### src/rtl/ram_pkg.sv
// rtl/ram_pkg.sv - shared constants and state encoding for the program RAM loader
package ram_pkg;
    localparam int RAM_ADDR_W = 4;
    localparam int RAM_DATA_W = 8;
    localparam int RAM_DEPTH  = 2 ** RAM_ADDR_W;

    typedef enum logic [1:0] {
        IDLE,
        LOAD,
        CHK,
        VERIFY
    } state_t;
endpackage

### src/rtl/ram_checksum_acc.sv
// rtl/ram_checksum_acc.sv - clear/enable modular byte accumulator
module ram_checksum_acc #(
    parameter int W = 8
) (
    input  logic         CLK,
    input  logic         RST_N,
    input  logic         clr,
    input  logic         en,
    input  logic [W-1:0] din,
    output logic [W-1:0] sum
);
    always_ff @(posedge CLK or negedge RST_N) begin
        if (!RST_N) begin
            sum <= '0;
        end else if (clr) begin
            sum <= '0;
        end else if (en) begin
            sum <= sum + din;
        end
    end
endmodule

### src/rtl/ram_loader.sv
// rtl/ram_loader.sv - loads a byte stream into program RAM, then reads it back and checks a modular checksum
module ram_loader
    import ram_pkg::*;
#(
    parameter int ADDR_W = RAM_ADDR_W,
    parameter int DATA_W = RAM_DATA_W,
    parameter int DEPTH  = 2 ** ADDR_W
) (
    input  logic              CLK,
    input  logic              RST_N,
    input  logic              Start,
    input  logic [DATA_W-1:0] In_Data,
    input  logic              In_Valid,
    output logic              In_Ready,
    output logic [ADDR_W-1:0] Ram_Addr,
    output logic              Ram_Wr_En,
    output logic [DATA_W-1:0] Ram_Wr_Data,
    output logic              Ram_Rd_En,
    input  logic [DATA_W-1:0] Ram_Rd_Data,
    output logic              Busy,
    output logic              Done,
    output logic              Error
);
    localparam int CNT_W = ADDR_W + 1;
    localparam logic [CNT_W-1:0] LAST = CNT_W'(DEPTH - 1);

    state_t            state, state_nxt;
    logic [CNT_W-1:0]  cnt, cnt_inc;
    logic [DATA_W-1:0] ck, sum_in, sum_rd, sum_rd_nxt;
    logic              hs, last_cnt, start_ok;

    assign In_Ready   = (state == LOAD) || (state == CHK);
    assign hs         = In_Valid && In_Ready;
    assign last_cnt   = (cnt == LAST);
    assign cnt_inc    = cnt + 1'b1;
    assign start_ok   = (state == IDLE) && Start;
    // Final read byte is still on the bus at the decision edge, so fold it in here.
    assign sum_rd_nxt = sum_rd + Ram_Rd_Data;

    ram_checksum_acc #(.W(DATA_W)) u_sum_in (
        .CLK   (CLK),
        .RST_N (RST_N),
        .clr   (start_ok),
        .en    ((state == LOAD) && hs),
        .din   (In_Data),
        .sum   (sum_in)
    );

    ram_checksum_acc #(.W(DATA_W)) u_sum_rd (
        .CLK   (CLK),
        .RST_N (RST_N),
        .clr   (start_ok),
        .en    (state == VERIFY),
        .din   (Ram_Rd_Data),
        .sum   (sum_rd)
    );

    always_ff @(posedge CLK or negedge RST_N) begin
        if (!RST_N) begin
            state <= IDLE;
        end else begin
            state <= state_nxt;
        end
    end

    always_comb begin
        state_nxt = state;
        case (state)
            IDLE:    if (Start)           state_nxt = LOAD;
            LOAD:    if (hs && last_cnt)  state_nxt = CHK;
            CHK:     if (hs)              state_nxt = VERIFY;
            VERIFY:  if (last_cnt)        state_nxt = IDLE;
            default:                      state_nxt = IDLE;
        endcase
    end

    always_ff @(posedge CLK or negedge RST_N) begin
        if (!RST_N) begin
            cnt         <= '0;
            ck          <= '0;
            Ram_Addr    <= '0;
            Ram_Wr_En   <= 1'b0;
            Ram_Wr_Data <= '0;
            Ram_Rd_En   <= 1'b0;
            Busy        <= 1'b0;
            Done        <= 1'b0;
            Error       <= 1'b0;
        end else begin
            Ram_Wr_En <= 1'b0;
            Done      <= 1'b0;
            Busy      <= (state_nxt != IDLE);
            case (state)
                IDLE: begin
                    if (Start) begin
                        cnt   <= '0;
                        Error <= 1'b0;
                    end
                end
                LOAD: begin
                    if (hs) begin
                        Ram_Addr    <= cnt[ADDR_W-1:0];
                        Ram_Wr_Data <= In_Data;
                        Ram_Wr_En   <= 1'b1;
                        cnt         <= cnt_inc;
                    end
                end
                CHK: begin
                    if (hs) begin
                        ck        <= In_Data;
                        cnt       <= '0;
                        Ram_Addr  <= '0;
                        Ram_Rd_En <= 1'b1;
                    end
                end
                VERIFY: begin
                    if (last_cnt) begin
                        cnt       <= '0;
                        Ram_Addr  <= '0;
                        Ram_Rd_En <= 1'b0;
                        if ((sum_rd_nxt == ck) && (sum_in == ck)) begin
                            Done <= 1'b1;
                        end else begin
                            Error <= 1'b1;
                        end
                    end else begin
                        cnt      <= cnt_inc;
                        Ram_Addr <= cnt_inc[ADDR_W-1:0];
                    end
                end
                default: ;
            endcase
        end
    end
endmodule

### config.mk
export PLATFORM = sky130hd
export DESIGN_NAME = ram_loader
export DESIGN_NICKNAME = d
export VERILOG_FILES = /design/src/rtl/ram_pkg.sv /design/src/rtl/ram_checksum_acc.sv /design/src/rtl/ram_loader.sv
export SDC_FILE = /design/constraint.sdc
export NUM_CORES = 1
export LEC_CHECK = 0
export BUFFER_PORTS_ARGS = -buffer_cell sky130_fd_sc_hd__clkbuf_2
export CELL_PAD_IN_SITES_DETAIL_PLACEMENT = 0
export CELL_PAD_IN_SITES_GLOBAL_PLACEMENT = 1
export CORE_MARGIN = 2
export CORE_UTILIZATION = 32
export CTS_CLUSTER_DIAMETER = 40
export DETAILED_ROUTE_END_ITERATION = 10
export HOLD_SLACK_MARGIN = 0.1
export MAX_ROUTING_LAYER = met4
export PLACE_DENSITY_LB_ADDON = 0.1
export SLEW_MARGIN = 30
export SYNTH_ARGS = -nofsm -noshare
export SYNTH_HDL_FRONTEND = slang
export SYNTH_SLANG_ARGS = --single-unit
### constraint.sdc
create_clock -name CLK -period 3.1 [get_ports CLK]
set_input_delay 0.62 -clock CLK [delete_from_list [all_inputs] [get_ports CLK]]
set_output_delay 0.62 -clock CLK [all_outputs]
set_load 0.02 [all_outputs]
==> flow_results.xml <==
<?xml version="1.0" encoding="UTF-8"?>
<metrics>
  <group name="cells_and_area">
    <metric name="fillerInstances" unit="">953</metric>
    <metric name="area.sequential" unit="um^2">1200</metric>
    <metric name="multi_input_area" unit="um^2">1670</metric>
    <metric name="final_util" unit="">0.367</metric>
    <metric name="diodes" unit="">0</metric>
    <metric name="drive_gt1_frac" unit="">0.165</metric>
    <metric name="areaGrowthSynthToFinish" unit="%">12.5</metric>
    <metric name="final_net_count" unit="">408</metric>
  </group>
  <group name="global_routing">
    <metric name="first_global_vias" unit="">2420</metric>
    <metric name="antenna_violations_before_repair" unit="">0</metric>
    <metric name="grt_usage" unit="">0.158</metric>
    <metric name="grt_pass1_wl" unit="mm">12.2</metric>
    <metric name="grt_max_degree" unit="">30</metric>
    <metric name="grt.overflow.total" unit="">0</metric>
  </group>
  <group name="clocking">
    <metric name="cts_hold_buffers" unit="">0</metric>
    <metric name="cts_max_path_buffers" unit="">2</metric>
    <metric name="cts_num_sinks" unit="">48</metric>
    <metric name="worst_skew_pair.late_latency" unit="ns">0.30</metric>
    <metric name="clock_pin_slew_on_the_worst_setup_and_hold_paths" unit="ns">0.10</metric>
    <metric name="post_cts_resized" unit="">0</metric>
    <metric name="cts_tree" unit="">done</metric>
    <metric name="cts.htree.levels" unit="">2</metric>
    <metric name="cts_bufs_inserted" unit="">5</metric>
    <metric name="cts_root_buf" unit="">clkbuf_8</metric>
    <metric name="post_cts.repair.setup_buffers" unit="">0</metric>
  </group>
  <group name="sta">
    <metric name="slew_headroom" unit="">0.481</metric>
    <metric name="max_clock_freq" unit="MHz">389</metric>
    <metric name="finalCriticalPeriod" unit="ns">2.57</metric>
    <metric name="timing_worst_slew_pin_value" unit="ns">0.778</metric>
    <metric name="report.final.hold_viol_count" unit="">0</metric>
    <metric name="fin_setup_tns" unit="ns">0</metric>
    <metric name="skew" unit="ns">0.00872</metric>
    <metric name="timing_max_transition_violations_final" unit="">0</metric>
    <metric name="post-route-period-util" unit="">0.828</metric>
    <metric name="final-setup-viol-count" unit="">0</metric>
    <metric name="unrepaired_setup_endpoints_after_global_routing" unit="">false</metric>
    <metric name="whs" unit="ns">0.377</metric>
  </group>
  <group name="routing">
    <metric name="route.detailed.vias_per_inst" unit="">4.93</metric>
    <metric name="detailroute.via_count" unit="">2343</metric>
    <metric name="drtIter0Drc" unit="">56</metric>
    <metric name="dr.pass1.iters" unit="">4</metric>
    <metric name="postRouteWirelength" unit="mm">7.03</metric>
    <metric name="ant_nets" unit="">0</metric>
    <metric name="routedWlPerCell" unit="um">14.8</metric>
    <metric name="route.detailed.drc" unit="">0</metric>
  </group>
  <group name="floorplan">
    <metric name="die_h" unit="um">101</metric>
    <metric name="floorplan.io_pins" unit="">38</metric>
    <metric name="floorplan.rows" unit="">35</metric>
    <metric name="design.core.area" unit="um^2">9150</metric>
    <metric name="floorplan.die.width" unit="um">101</metric>
    <metric name="floorplan.initialDensity" unit="">0.327</metric>
    <metric name="die-area" unit="um^2">10100</metric>
  </group>
  <group name="synthesis">
    <metric name="synth_cell_type_count" unit="">46</metric>
    <metric name="synthesis.yosys.warnings" unit="">0</metric>
    <metric name="post_synth_top_cells" unit="">dfrtp_1 (48), nand2_1 (45), nor2_1 (34), a21oi_1 (27), ha_1 (22)</metric>
    <metric name="syn-mean-instance-area" unit="um^2">9.03</metric>
    <metric name="post_synth_net_total" unit="">375</metric>
    <metric name="syn-cell-area" unit="um^2">2990</metric>
    <metric name="yosys_most_used_dff" unit="">dfrtp_1</metric>
    <metric name="ys_seq_area_frac" unit="">0.402</metric>
    <metric name="synth_enable_flop_cells" unit="">0</metric>
    <metric name="cell_count_after_synthesis" unit="">331</metric>
    <metric name="post-synth-top-area-fraction" unit="">0.402</metric>
    <metric name="synthTopCellsByArea" unit="">dfrtp_1 (40%), ha_1 (9.2%), nand2_1 (5.7%)</metric>
    <metric name="synth_seq_cells" unit="">48</metric>
    <metric name="asyncSetResetFlopFracSynth" unit="">1.00</metric>
    <metric name="synth_top_area_cell" unit="">dfrtp_1</metric>
    <metric name="yosysMostFrequentCell" unit="">dfrtp_1</metric>
  </group>
  <group name="power">
    <metric name="power_leakage" unit="uW">0.00162</metric>
    <metric name="p_total" unit="uW">2260</metric>
    <metric name="cellPowerDensity" unit="nW/um^2">672</metric>
    <metric name="vdd_drop_max" unit="V">0.000300</metric>
  </group>
  <group name="critical_path">
    <metric name="r2r_endpoint" unit="">Error$_DFFE_PN0P_</metric>
    <metric name="start_kind" unit="">input port</metric>
    <metric name="worst-endpoint-required" unit="ns">3.28</metric>
    <metric name="timing.setup.critical_path_class" unit="">input port to flip-flop</metric>
    <metric name="r2r.worst_path.cells" unit="">8</metric>
    <metric name="reg2reg_launch_point" unit="">u_sum_rd.sum[0]$_DFFE_PN0P_</metric>
    <metric name="cp-end-kind" unit="">flip-flop</metric>
    <metric name="r2r_setup_slack" unit="ns">0.54</metric>
    <metric name="timing.critical_path.fanout_max" unit="">3</metric>
    <metric name="critPathArrivalTime" unit="ns">2.75</metric>
  </group>
  <group name="min_path">
    <metric name="min_path_type" unit="">input port to asynchronous set/reset pin</metric>
  </group>
  <group name="placement">
    <metric name="gpl.final_weighted_congestion" unit="">0.756</metric>
    <metric name="port_buffers" unit="">37</metric>
    <metric name="hpwl" unit="mm">5.29</metric>
  </group>
  <group name="outcome">
    <metric name="status" unit="">completed</metric>
  </group>
  <group name="job">
    <metric name="max-cap-violations" unit="">0</metric>
  </group>
</metrics>
## worst max-delay path, stage by stage
cell	delay [ns]
clkbuf_2	0.08
ha_1	0.21
fa_1	0.47
or3_1	0.36
a2bb2oi_1	0.13
o211ai_1	0.11
a2111o_1	0.41
nor4b_2	0.25
o31ai_1	0.10
## sequential cells by signal, indices dropped and copies added (netlist names)
register	count
u_sum_rd.sum	8
cnt	5
u_sum_in.sum	8
Error	1
Ram_Rd_En	1
Ram_Addr	4
state	2
Ram_Wr_Data	8
ck	8
Done	1
Ram_Wr_En	1
Busy	1
## stage by stage
step           area [um^2]  instances  worst slack (ns)
5_1_grt               3360        475             0.383
4_1_cts               3360        475             0.523
3_5_place_dp          3280        468             0.181
2_1_floorplan         2990        331             0.420
3_3_place_gp          3280        468             0.196
6_report              3360        475             0.532
## layer usage
metal | global-route usage | up-vias | share of wire
li1 | - | 1208 | -
met1 | 0.217 | 1096 | 0.51
met2 | 0.242 | 35 | 0.45
met3 | 0.0243 | 4 | 0.033
met4 | 0.0421 | 0 | 0.0068
met5 | - | - | 0
## placed cells by master, fill, tap and decap left out, types with 2 or more instances in the layout
| cell type | netlist | layout |
|---|---|---|
| or3_1 | 2 | 2 |
| buf_4 | 0 | 4 |
| nand2_1 | 45 | 45 |
| nor4b_1 | 2 | 2 |
| nor3_1 | 6 | 6 |
| a2bb2oi_1 | 2 | 2 |
| o211ai_1 | 2 | 2 |
| a22oi_1 | 2 | 2 |
| clkbuf_8 | 0 | 5 |
| xor2_1 | 8 | 8 |
| inv_1 | 16 | 16 |
| o21bai_1 | 2 | 2 |
| a21oi_1 | 27 | 27 |
| o31ai_1 | 2 | 2 |
| mux2_2 | 7 | 7 |
| and2_1 | 2 | 2 |
| nand3_1 | 11 | 11 |
| dfrtp_1 | 48 | 48 |
| xnor2_1 | 9 | 9 |
| a211oi_1 | 4 | 4 |
| a21o_1 | 2 | 2 |
| clkbuf_2 | 0 | 37 |
| nand2b_1 | 3 | 3 |
| or2_2 | 3 | 3 |
| o21ai_0 | 17 | 17 |
| mux2i_1 | 10 | 10 |
| and3_1 | 2 | 2 |
| nor2_1 | 34 | 34 |
| o22ai_1 | 3 | 3 |
| a31oi_1 | 2 | 2 |
| ha_1 | 22 | 22 |
| fa_1 | 2 | 2 |
| nor2b_1 | 5 | 5 |
| nand3b_1 | 2 | 2 |
## report_power, final
part           leakage, uW  switching (uW)  total (uW)  internal [uW]
Combinational     0.000956             584         959            375
Clock            0.0000400             225         379            154
Sequential        0.000625             134         924            790
## worst max path at each step
| stage | endpoint | slack, ns | from |
|---|---|---|---|
| 2_1_floorplan | Done$_DFF_PN0_ | 0.42 | Ram_Rd_Data[0] |
| 3_3_place_gp | Done$_DFF_PN0_ | 0.20 | Ram_Rd_Data[0] |
| 5_1_grt | Done$_DFF_PN0_ | 0.38 | u_sum_rd.sum[0]$_DFFE_PN0P_ |
| 3_5_place_dp | Error$_DFFE_PN0P_ | 0.18 | Ram_Rd_Data[0] |
| 4_1_cts | Error$_DFFE_PN0P_ | 0.52 | Ram_Rd_Data[0] |
| 6_report | Error$_DFFE_PN0P_ | 0.53 | Ram_Rd_Data[0] |
## cell type report
type | instances | area share
multi-input cells | 252 | 0.496
flip-flops and latches | 48 | 0.357
repair buffers | 41 | 0.0640
well taps | 111 | 0.0413
clock buffers | 5 | 0.0205
inverters | 16 | 0.0179
clock inverters | 2 | 0.00372
## kinds of logic (layout without fill, tap and decap cells)
family / count (synthesis) / count (layout) / share of synthesized area
DFF: 48 / 48 / 0.402
AOI/OAI and AO/OA: 71 / 71 / 0.146
buffers and inverters: 31 / 64 / 0.0406
and+or+nand+nor: 122 / 122 / 0.189
muxes: 17 / 17 / 0.0599
adders and majority gates: 24 / 24 / 0.105
xor gates and xnor gates: 18 / 18 / 0.0573
No activity file was read; power rests on OpenSTA's default activity.
